[config.mk]
export PLATFORM = sky130hd
export DESIGN_NAME = fetch_unit
export DESIGN_NICKNAME = d
export VERILOG_FILES = /design/src/rtl/cpu_pkg.sv /design/src/rtl/fetch_unit.sv
export SDC_FILE = /design/constraint.sdc
export NUM_CORES = 1
export LEC_CHECK = 0
export ABC_AREA = 1
export CELL_PAD_IN_SITES_DETAIL_PLACEMENT = 1
export CELL_PAD_IN_SITES_GLOBAL_PLACEMENT = 1
export CORE_ASPECT_RATIO = 1.5
export CORE_MARGIN = 3
export CORE_UTILIZATION = 36
export CTS_BUF_LIST = sky130_fd_sc_hd__clkbuf_2 sky130_fd_sc_hd__clkbuf_4 sky130_fd_sc_hd__clkbuf_8
export DETAILED_ROUTE_END_ITERATION = 10
export PLACE_DENSITY = 0.94
export SYNTH_ARGS = -nofsm -noshare
export SYNTH_HDL_FRONTEND = slang
export SYNTH_SLANG_ARGS = --single-unit
[constraint.sdc]
create_clock -name clk -period 2.5 [get_ports clk]
set_input_delay 0.25 -clock clk [delete_from_list [all_inputs] [get_ports clk]]
set_output_delay 0.25 -clock clk [all_outputs]
set_load 0.01 [all_outputs]
[src/rtl/cpu_pkg.sv]
// Shared definitions for the multicycle CPU.
// Contents: datapath widths, PC increment, instruction field positions, the fetch-stage
// state encoding and a word-alignment helper.
package cpu_pkg;

  localparam int unsigned INST_WIDTH = 32;
  localparam int unsigned PC_WIDTH   = 32;
  localparam logic [PC_WIDTH-1:0] PC_INC = 32'd4;

  // Instruction field positions
  localparam int unsigned OPCODE_MSB = 31;
  localparam int unsigned OPCODE_LSB = 26;
  localparam int unsigned RS1_MSB    = 25;
  localparam int unsigned RS1_LSB    = 22;
  localparam int unsigned RD_MSB     = 21;
  localparam int unsigned RD_LSB     = 18;
  localparam int unsigned IMM_MSB    = 17;
  localparam int unsigned IMM_LSB    = 2;
  localparam int unsigned MODE_MSB   = 1;
  localparam int unsigned MODE_LSB   = 0;

  typedef enum logic [1:0] {
    StIdle,
    StReq,
    StWait,
    StDone
  } fetch_state_e;

  // Clears the byte-offset bits of an address.
  function automatic logic [PC_WIDTH-1:0] word_align(input logic [PC_WIDTH-1:0] addr);
    return addr & ~PC_WIDTH'(3);
  endfunction

endpackage

[src/rtl/fetch_unit.sv]
// Instruction fetch stage.
// Holds the fetch PC, runs one request/response transaction to instruction memory per
// fetch_start, and presents the fetched word with a one-cycle IRWrite strobe.
// Ports:
//   clk, rst_n                 clock, asynchronous active-low reset
//   fetch_start                start a fetch (ignored while busy)
//   pc_load, pc_target         redirect; applied now when idle, otherwise at completion
//   imem_req/addr/ready        request channel to instruction memory
//   imem_rvalid/rdata          response channel from instruction memory
//   inst_word, pc, pc_next     last fetched word, its address, and address + 4
//   IRWrite, fetch_done        one-cycle completion strobes
//   busy                       transaction in progress
module fetch_unit
  import cpu_pkg::*;
#(
  parameter logic [PC_WIDTH-1:0] RESET_PC = '0
) (
  input  logic                  clk,
  input  logic                  rst_n,
  input  logic                  fetch_start,
  input  logic                  pc_load,
  input  logic [PC_WIDTH-1:0]   pc_target,
  output logic                  imem_req,
  output logic [PC_WIDTH-1:0]   imem_addr,
  input  logic                  imem_ready,
  input  logic                  imem_rvalid,
  input  logic [INST_WIDTH-1:0] imem_rdata,
  output logic [INST_WIDTH-1:0] inst_word,
  output logic                  IRWrite,
  output logic [PC_WIDTH-1:0]   pc,
  output logic [PC_WIDTH-1:0]   pc_next,
  output logic                  busy,
  output logic                  fetch_done
);

  fetch_state_e          state_q, state_d;
  logic [PC_WIDTH-1:0]   fetch_pc_q, fetch_pc_d;
  logic [PC_WIDTH-1:0]   pc_q, pc_d;
  logic [INST_WIDTH-1:0] inst_q, inst_d;
  logic                  pend_valid_q, pend_valid_d;
  logic [PC_WIDTH-3:0]   pend_addr_q, pend_addr_d;
  logic [PC_WIDTH-1:0]   target_aligned;

  assign target_aligned = word_align(pc_target);

  always_comb begin
    state_d      = state_q;
    fetch_pc_d   = fetch_pc_q;
    pc_d         = pc_q;
    inst_d       = inst_q;
    pend_valid_d = pend_valid_q;
    pend_addr_d  = pend_addr_q;

    unique case (state_q)
      StIdle: begin
        // Redirect lands first so a simultaneous fetch uses the new target.
        if (pc_load) fetch_pc_d = target_aligned;
        if (fetch_start) state_d = StReq;
      end
      StReq: begin
        if (pc_load) begin
          pend_valid_d = 1'b1;
          pend_addr_d  = target_aligned[PC_WIDTH-1:2];
        end
        if (imem_ready) state_d = StWait;
      end
      StWait: begin
        if (imem_rvalid) begin
          inst_d       = imem_rdata;
          pc_d         = fetch_pc_q;
          pend_valid_d = 1'b0;
          state_d      = StDone;
          // A redirect arriving with the response beats any older pending one.
          if (pc_load)           fetch_pc_d = target_aligned;
          else if (pend_valid_q) fetch_pc_d = {pend_addr_q, 2'b00};
          else                   fetch_pc_d = fetch_pc_q + PC_INC;
        end else if (pc_load) begin
          pend_valid_d = 1'b1;
          pend_addr_d  = target_aligned[PC_WIDTH-1:2];
        end
      end
      StDone: begin
        if (pc_load) begin
          pend_valid_d = 1'b1;
          pend_addr_d  = target_aligned[PC_WIDTH-1:2];
        end
        state_d = StIdle;
      end
      default: state_d = StIdle;
    endcase
  end

  always_ff @(posedge clk or negedge rst_n) begin
    if (!rst_n) begin
      state_q      <= StIdle;
      fetch_pc_q   <= RESET_PC;
      pc_q         <= RESET_PC;
      inst_q       <= '0;
      pend_valid_q <= 1'b0;
      pend_addr_q  <= '0;
    end else begin
      state_q      <= state_d;
      fetch_pc_q   <= fetch_pc_d;
      pc_q         <= pc_d;
      inst_q       <= inst_d;
      pend_valid_q <= pend_valid_d;
      pend_addr_q  <= pend_addr_d;
    end
  end

  // Strobes decode the state register only, so they carry no input-to-output path.
  assign imem_req   = (state_q == StReq);
  assign IRWrite    = (state_q == StDone);
  assign fetch_done = (state_q == StDone);
  assign busy       = (state_q != StIdle);
  assign imem_addr  = fetch_pc_q;
  assign inst_word  = inst_q;
  assign pc         = pc_q;
  assign pc_next    = pc_q + PC_INC;

endmodule

; After elaboration in Yosys (flattened, before gate mapping)
; Index checks and enable logic that the tools add are counted.
[word_totals]
inputBits = 70
register_bits = 129
[op_classes]
n_eq_ne = 8
n_reduce_logical = 9
muxes = 15
n_addsub = 2
[op_table]
columns = op, n
row1 = two-way mux 32 bit, 4
row2 = "adder 32 x 3 -> 32 bit, second input constant", 2
row3 = one-hot mux 32 bit (2 select lines), 1
row4 = two-way mux 30 bit, 2
row5 = one-hot mux 30 bit (2 select lines), 1
row6 = "!= test 2 bit, second input constant", 4
row7 = one-hot mux 2 bit (4 select lines), 1
row8 = two-way mux 2 bit, 3
row9 = AND reduction 3 bit, 2
row10 = nonzero test 2 bit, 3
row11 = "== test 2 bit, second input constant", 2
row12 = AND reduction 2 bit, 2
row13 = "== test 2 x 1 -> 1 bit, second input constant", 1
row14 = zero test 2 bit, 1
row15 = two-way mux 1 bit, 2
row16 = "!= test 2 x 1 -> 1 bit, second input constant", 1
row17 = one-hot mux 1 bit (2 select lines), 1
row18 = OR reduction 2 bit, 1

; Depth between registers and ports, before layout
[logic_depth]
word_depth = 5
depth_mapped = 11

; Worst setup path after synthesis
; Ideal clock, no wire load.
[synth_path]
path_kind = flip-flop to output port
start = reg pc_q[2] (netlist: pc[2])
end = out pc_next[26]
path_buffers = 0
path_stages_with_launch = 8
t_arrival_ns = 1.590
required_time_ns = 2.250
path_slack_ns = 0.660
path_cell_list = dfrtp_1 > ha_1 > nand3_4 > nor3_4 > nand4_2 > nor2_2 > nand2_1 > xnor2_1
[synth_via]
elab_chain_len = 1
[synth_lines]
columns = item, line_no
row1 = start: declaration, fetch_unit.sv:38  ; logic [PC_WIDTH-1:0] pc_q, pc_d;
row2 = start signal: assignment, fetch_unit.sv:104  ; pc_q <= pc_d;
row3 = adder 32 x 3 -> 32 bit, fetch_unit.sv:119  ; assign pc_next = pc_q + PC_INC;
row4 = end: declaration, fetch_unit.sv:31  ; output logic [PC_WIDTH-1:0] pc_next,
; Every way passes these cells.

; Final worst setup path
[layout_path]
start = reg pc_q[3] (netlist: pc[3])
end = out pc_next[22]
; Same word-level chain as after synthesis.

==> results.py <==
metrics = {
    "grt": {
        "grt_pass1_vias": 7500,
        "grt.total_usage": 0.248,
        "grt_first_pass_wirelength_mm": 40.6,
        "antenna_found_initial": 1,
        "overflow": 0,
        "grt_max_degree": 90,
    },
    "floorplanning": {
        "io_pins": 202,
        "row_count": 61,
        "die_x_um": 119,
        "start_util": 0.368,
        "core_area_um2": 18700,
        "fp.dieH_um": 175,
        "dieArea_um2": 20900,
    },
    "setup_path": {
        "crit_arrival_ps": 2230,
        "crit_path_end_kind": "primary output",
        "start_kind": "register",
        "slowest_stage": "dfrtp_1",
        "worstSetupPathType": "register to primary output",
        "cp.required_ps": 2250,
        "crit_chain": "ha_4, nand3_4, nor3_4, nand4_4, buf_6, nor2_4, nand2_1, xnor2_1, buf_2",
        "critPathMaxFanout": 4,
        "cpPeakStageDelay_ps": 430,
    },
    "clocking": {
        "root_buffer": "clkbuf_8",
        "numCtsBuffers": 17,
        "clk_path_buf_depth": 2,
        "clkTransAtPathRegs_ps": 90,
        "cts_tree": "yes",
        "htreeDepth": 4,
        "clock_sinks": 125,
        "clk_latency_ps": 450,
    },
    "pwr": {
        "p_total_mw": 13.4,
        "p_per_area_nw_per_um2": 1360,
        "p_seq_frac": 0.314,
        "peakVddDrop_v": 0.000723,
        "p_switching_mw": 6.01,
        "p_int_mw": 7.37,
        "power_frac_comb": 0.553,
        "netSwitchingFraction": 0.449,
        "leakagePower_nw": 4.40,
        "power_frac_clock": 0.133,
    },
    "timing": {
        "hold_viol_final": 0,
        "period_needed_ps": 2480,
        "fmax_mhz": 403,
        "fin_setup_tns_ps": 0,
        "rsz0062_at_grt": "yes",
        "tightest_slew_ps": 858,
        "fin_crit_sh": 0.992,
        "finalSetupViolations": 0,
        "slew_viol_final": 0,
        "finClkSkew_ps": 19.2,
        "slew_headroom": 0.428,
    },
    "routing": {
        "drt-total-wl_mm": 26.6,
        "remaining_drc_errors": 0,
        "ant_nets": 0,
        "vias": 6918,
        "dr.pass1.iters": 5,
        "drtIter0Drc": 482,
        "wire_per_inst_um": 20.0,
        "via_per_inst": 5.21,
    },
    "synth": {
        "yosysSeqAreaShare": 0.454,
        "synth_cell_type_count": 37,
        "yosys_register_bits": 125,
        "yosysTopAreaCellShare": 0.454,
        "synth_warnings": 0,
        "syn_area_per_cell_um2": 8.23,
        "syn_inst": 837,
        "syn_area_um2": 6890,
        "synthTopCellsByArea": "dfrtp_1 45%, nand2_1 11%, mux2_2 9.5%, nor2_1 6.4%, a21oi_1 3.8%",
        "synth_top_area_cell": "dfrtp_1",
    },
    "place": {
        "gp_congestion": 0.879,
        "dp_hpwl_mm": 18.8,
        "io_buffers": 193,
    },
    "hold_path": {
        "hp-class": "input pin to asynchronous set/reset pin",
    },
    "finish": {
        "drive_gt1_frac": 0.175,
        "seq_area_um2": 3140,
        "syn2layout_area_growth_pct": 43.0,
        "multi_input_area_um2": 3460,
        "nNetsFinal": 1139,
        "fill_cells": 2186,
    },
    "run": {
        "drv_cap": 0,
    },
    "status": {
        "status": "complete, no violations",
    },
}
## worst paths after layout
check | start | cells after the start | end | slack (ps)
min reg2reg | pend_addr_q[5]$_DFFE_PN0P_ | 2 | pend_addr_q[5]$_DFFE_PN0P_ | 500
max in group asynchronous | rst_n | 3 | pc[23]$_DFFE_PN0P_ | 1360
max | pc[3]$_DFFE_PN0P_ | 9 | pc_next[22] | 20
min | rst_n | 2 | inst_word[6]$_DFFE_PN0P_ | 300
max reg2reg | imem_addr[2]$_DFFE_PN0P_ | 10 | imem_addr[14]$_DFFE_PN0P_ | 250
min in group clk | pc_target[9] | 3 | pend_addr_q[7]$_DFFE_PN0P_ | 390
## cells in the mapped netlist (all sizes together)
master	n
ha	7
buf	18
o221ai	1
and3	1
conb	1
a21oi	52
nand2	199
inv	64
or2	1
clkbuf	20
xnor2	11
o22ai	2
mux2	58
nor4	4
nand3b	2
and2	1
dfrtp	125
o211ai	4
o21ai	52
a22oi	8
nand3	46
nor2	123
nand4	8
nor3	5
xor2	22
nor3b	1
clkinv	1
## power groups by stage
stage | clock (mW) | sequential, mW | combinational, mW
2_1_floorplan | 0 | 4.23 | 3.26
3_3_place_gp | 0 | 4.07 | 6.72
3_5_place_dp | 0 | 4.18 | 7.03
4_1_cts | 1.81 | 4.15 | 7.25
5_1_grt | 1.90 | 4.33 | 8.03
6_report | 1.77 | 4.20 | 7.40
## cell usage in the layout, fill, tap and decap left out, types with 3 or more instances in the layout
| master | instances |
|---|---|
| nor2_1 | 109 |
| buf_2 | 4 |
| a22oi_1 | 8 |
| nand2_1 | 193 |
| mux2_2 | 58 |
| clkdlybuf4s50_1 | 170 |
| dlymetal6s2s_1 | 7 |
| nor3_1 | 3 |
| xor2_1 | 21 |
| a21oi_1 | 52 |
| dfrtp_2 | 9 |
| nand2_2 | 6 |
| conb_1 | 6 |
| dfrtp_1 | 116 |
| o21ai_0 | 52 |
| nor2_4 | 7 |
| buf_12 | 3 |
| clkinvlp_4 | 4 |
| nand3_1 | 43 |
| nor2_2 | 7 |
| inv_1 | 62 |
| dlygate4sd2_1 | 6 |
| inv_6 | 7 |
| buf_6 | 4 |
| o211ai_1 | 4 |
| buf_4 | 39 |
| ha_1 | 6 |
| clkbuf_8 | 17 |
| clkbuf_2 | 4 |
| nand4_1 | 7 |
| xnor2_1 | 10 |
## routing by layer
layer,GRT usage,vias up,share of wire
li1,-,3176,-
met1,0.260,3400,0.36
met2,0.464,263,0.54
met3,0.0438,79,0.051
met4,0.134,0,0.047
met5,0,-,0
## per-stage QoR
stage | area (µm²) | setup slack, ps | hold slack (ps) | instances | utilization
2_1_floorplan | 6910 | 660 | -45.6 | 842 | -
3_3_place_gp | 9160 | 141 | 227 | 1269 | 0.490
3_5_place_dp | 9160 | 112 | 238 | 1269 | 0.490
4_1_cts | 9710 | -89.4 | 302 | 1313 | 0.519
5_1_grt | 9850 | -99.1 | 340 | 1328 | 0.527
6_report | 9850 | 20.2 | 304 | 1328 | 0.527
## kinds of logic after synthesis
group                      after synthesis  share of synthesized area
and+or+nand+nor                        391                      0.242
buffers and inverters                  103                     0.0627
xor gates and xnor gates                33                     0.0420
other                                    1                   0.000544
AOI/OAI and AO/OA                      119                     0.0917
DFF                                    125                      0.454
adders and majority gates                7                     0.0127
muxes                                   58                     0.0948
## flip-flops by register name, indices dropped and copies added, names as in the netlist
signal        cells
imem_addr        30
inst_word        32
pend_valid_q      1
pend_addr_q      30
state_q           2
pc               30
## area by class of cell
| type | count | share of cell area |
|---|---|---|
| antenna | 1 | 0.000254 |
| clock buffer | 17 | 0.0237 |
| clock inverter | 15 | 0.0155 |
| inverter | 65 | 0.0248 |
| multi-input combinational | 614 | 0.352 |
| sequential | 125 | 0.319 |
| tap | 252 | 0.0320 |
| timing repair buffer | 239 | 0.234 |
## timing repair
item,CTS,global route
hold buffers,1,0
pin swaps,4,12
hold endpoints to repair,31,0
setup endpoints to repair,19,16
setup buffers,11,14
cloned,0,0
resized for setup,53,29
## critical path: cells and delay by family, from the launching register on
family	cells	cell delay, ps
xor gates and xnor gates	1	160
and+or+nand+nor	5	680
DFF	1	430
buffers and inverters	2	330
adders and majority gates	1	180
Power figures use the tool's default switching activity.
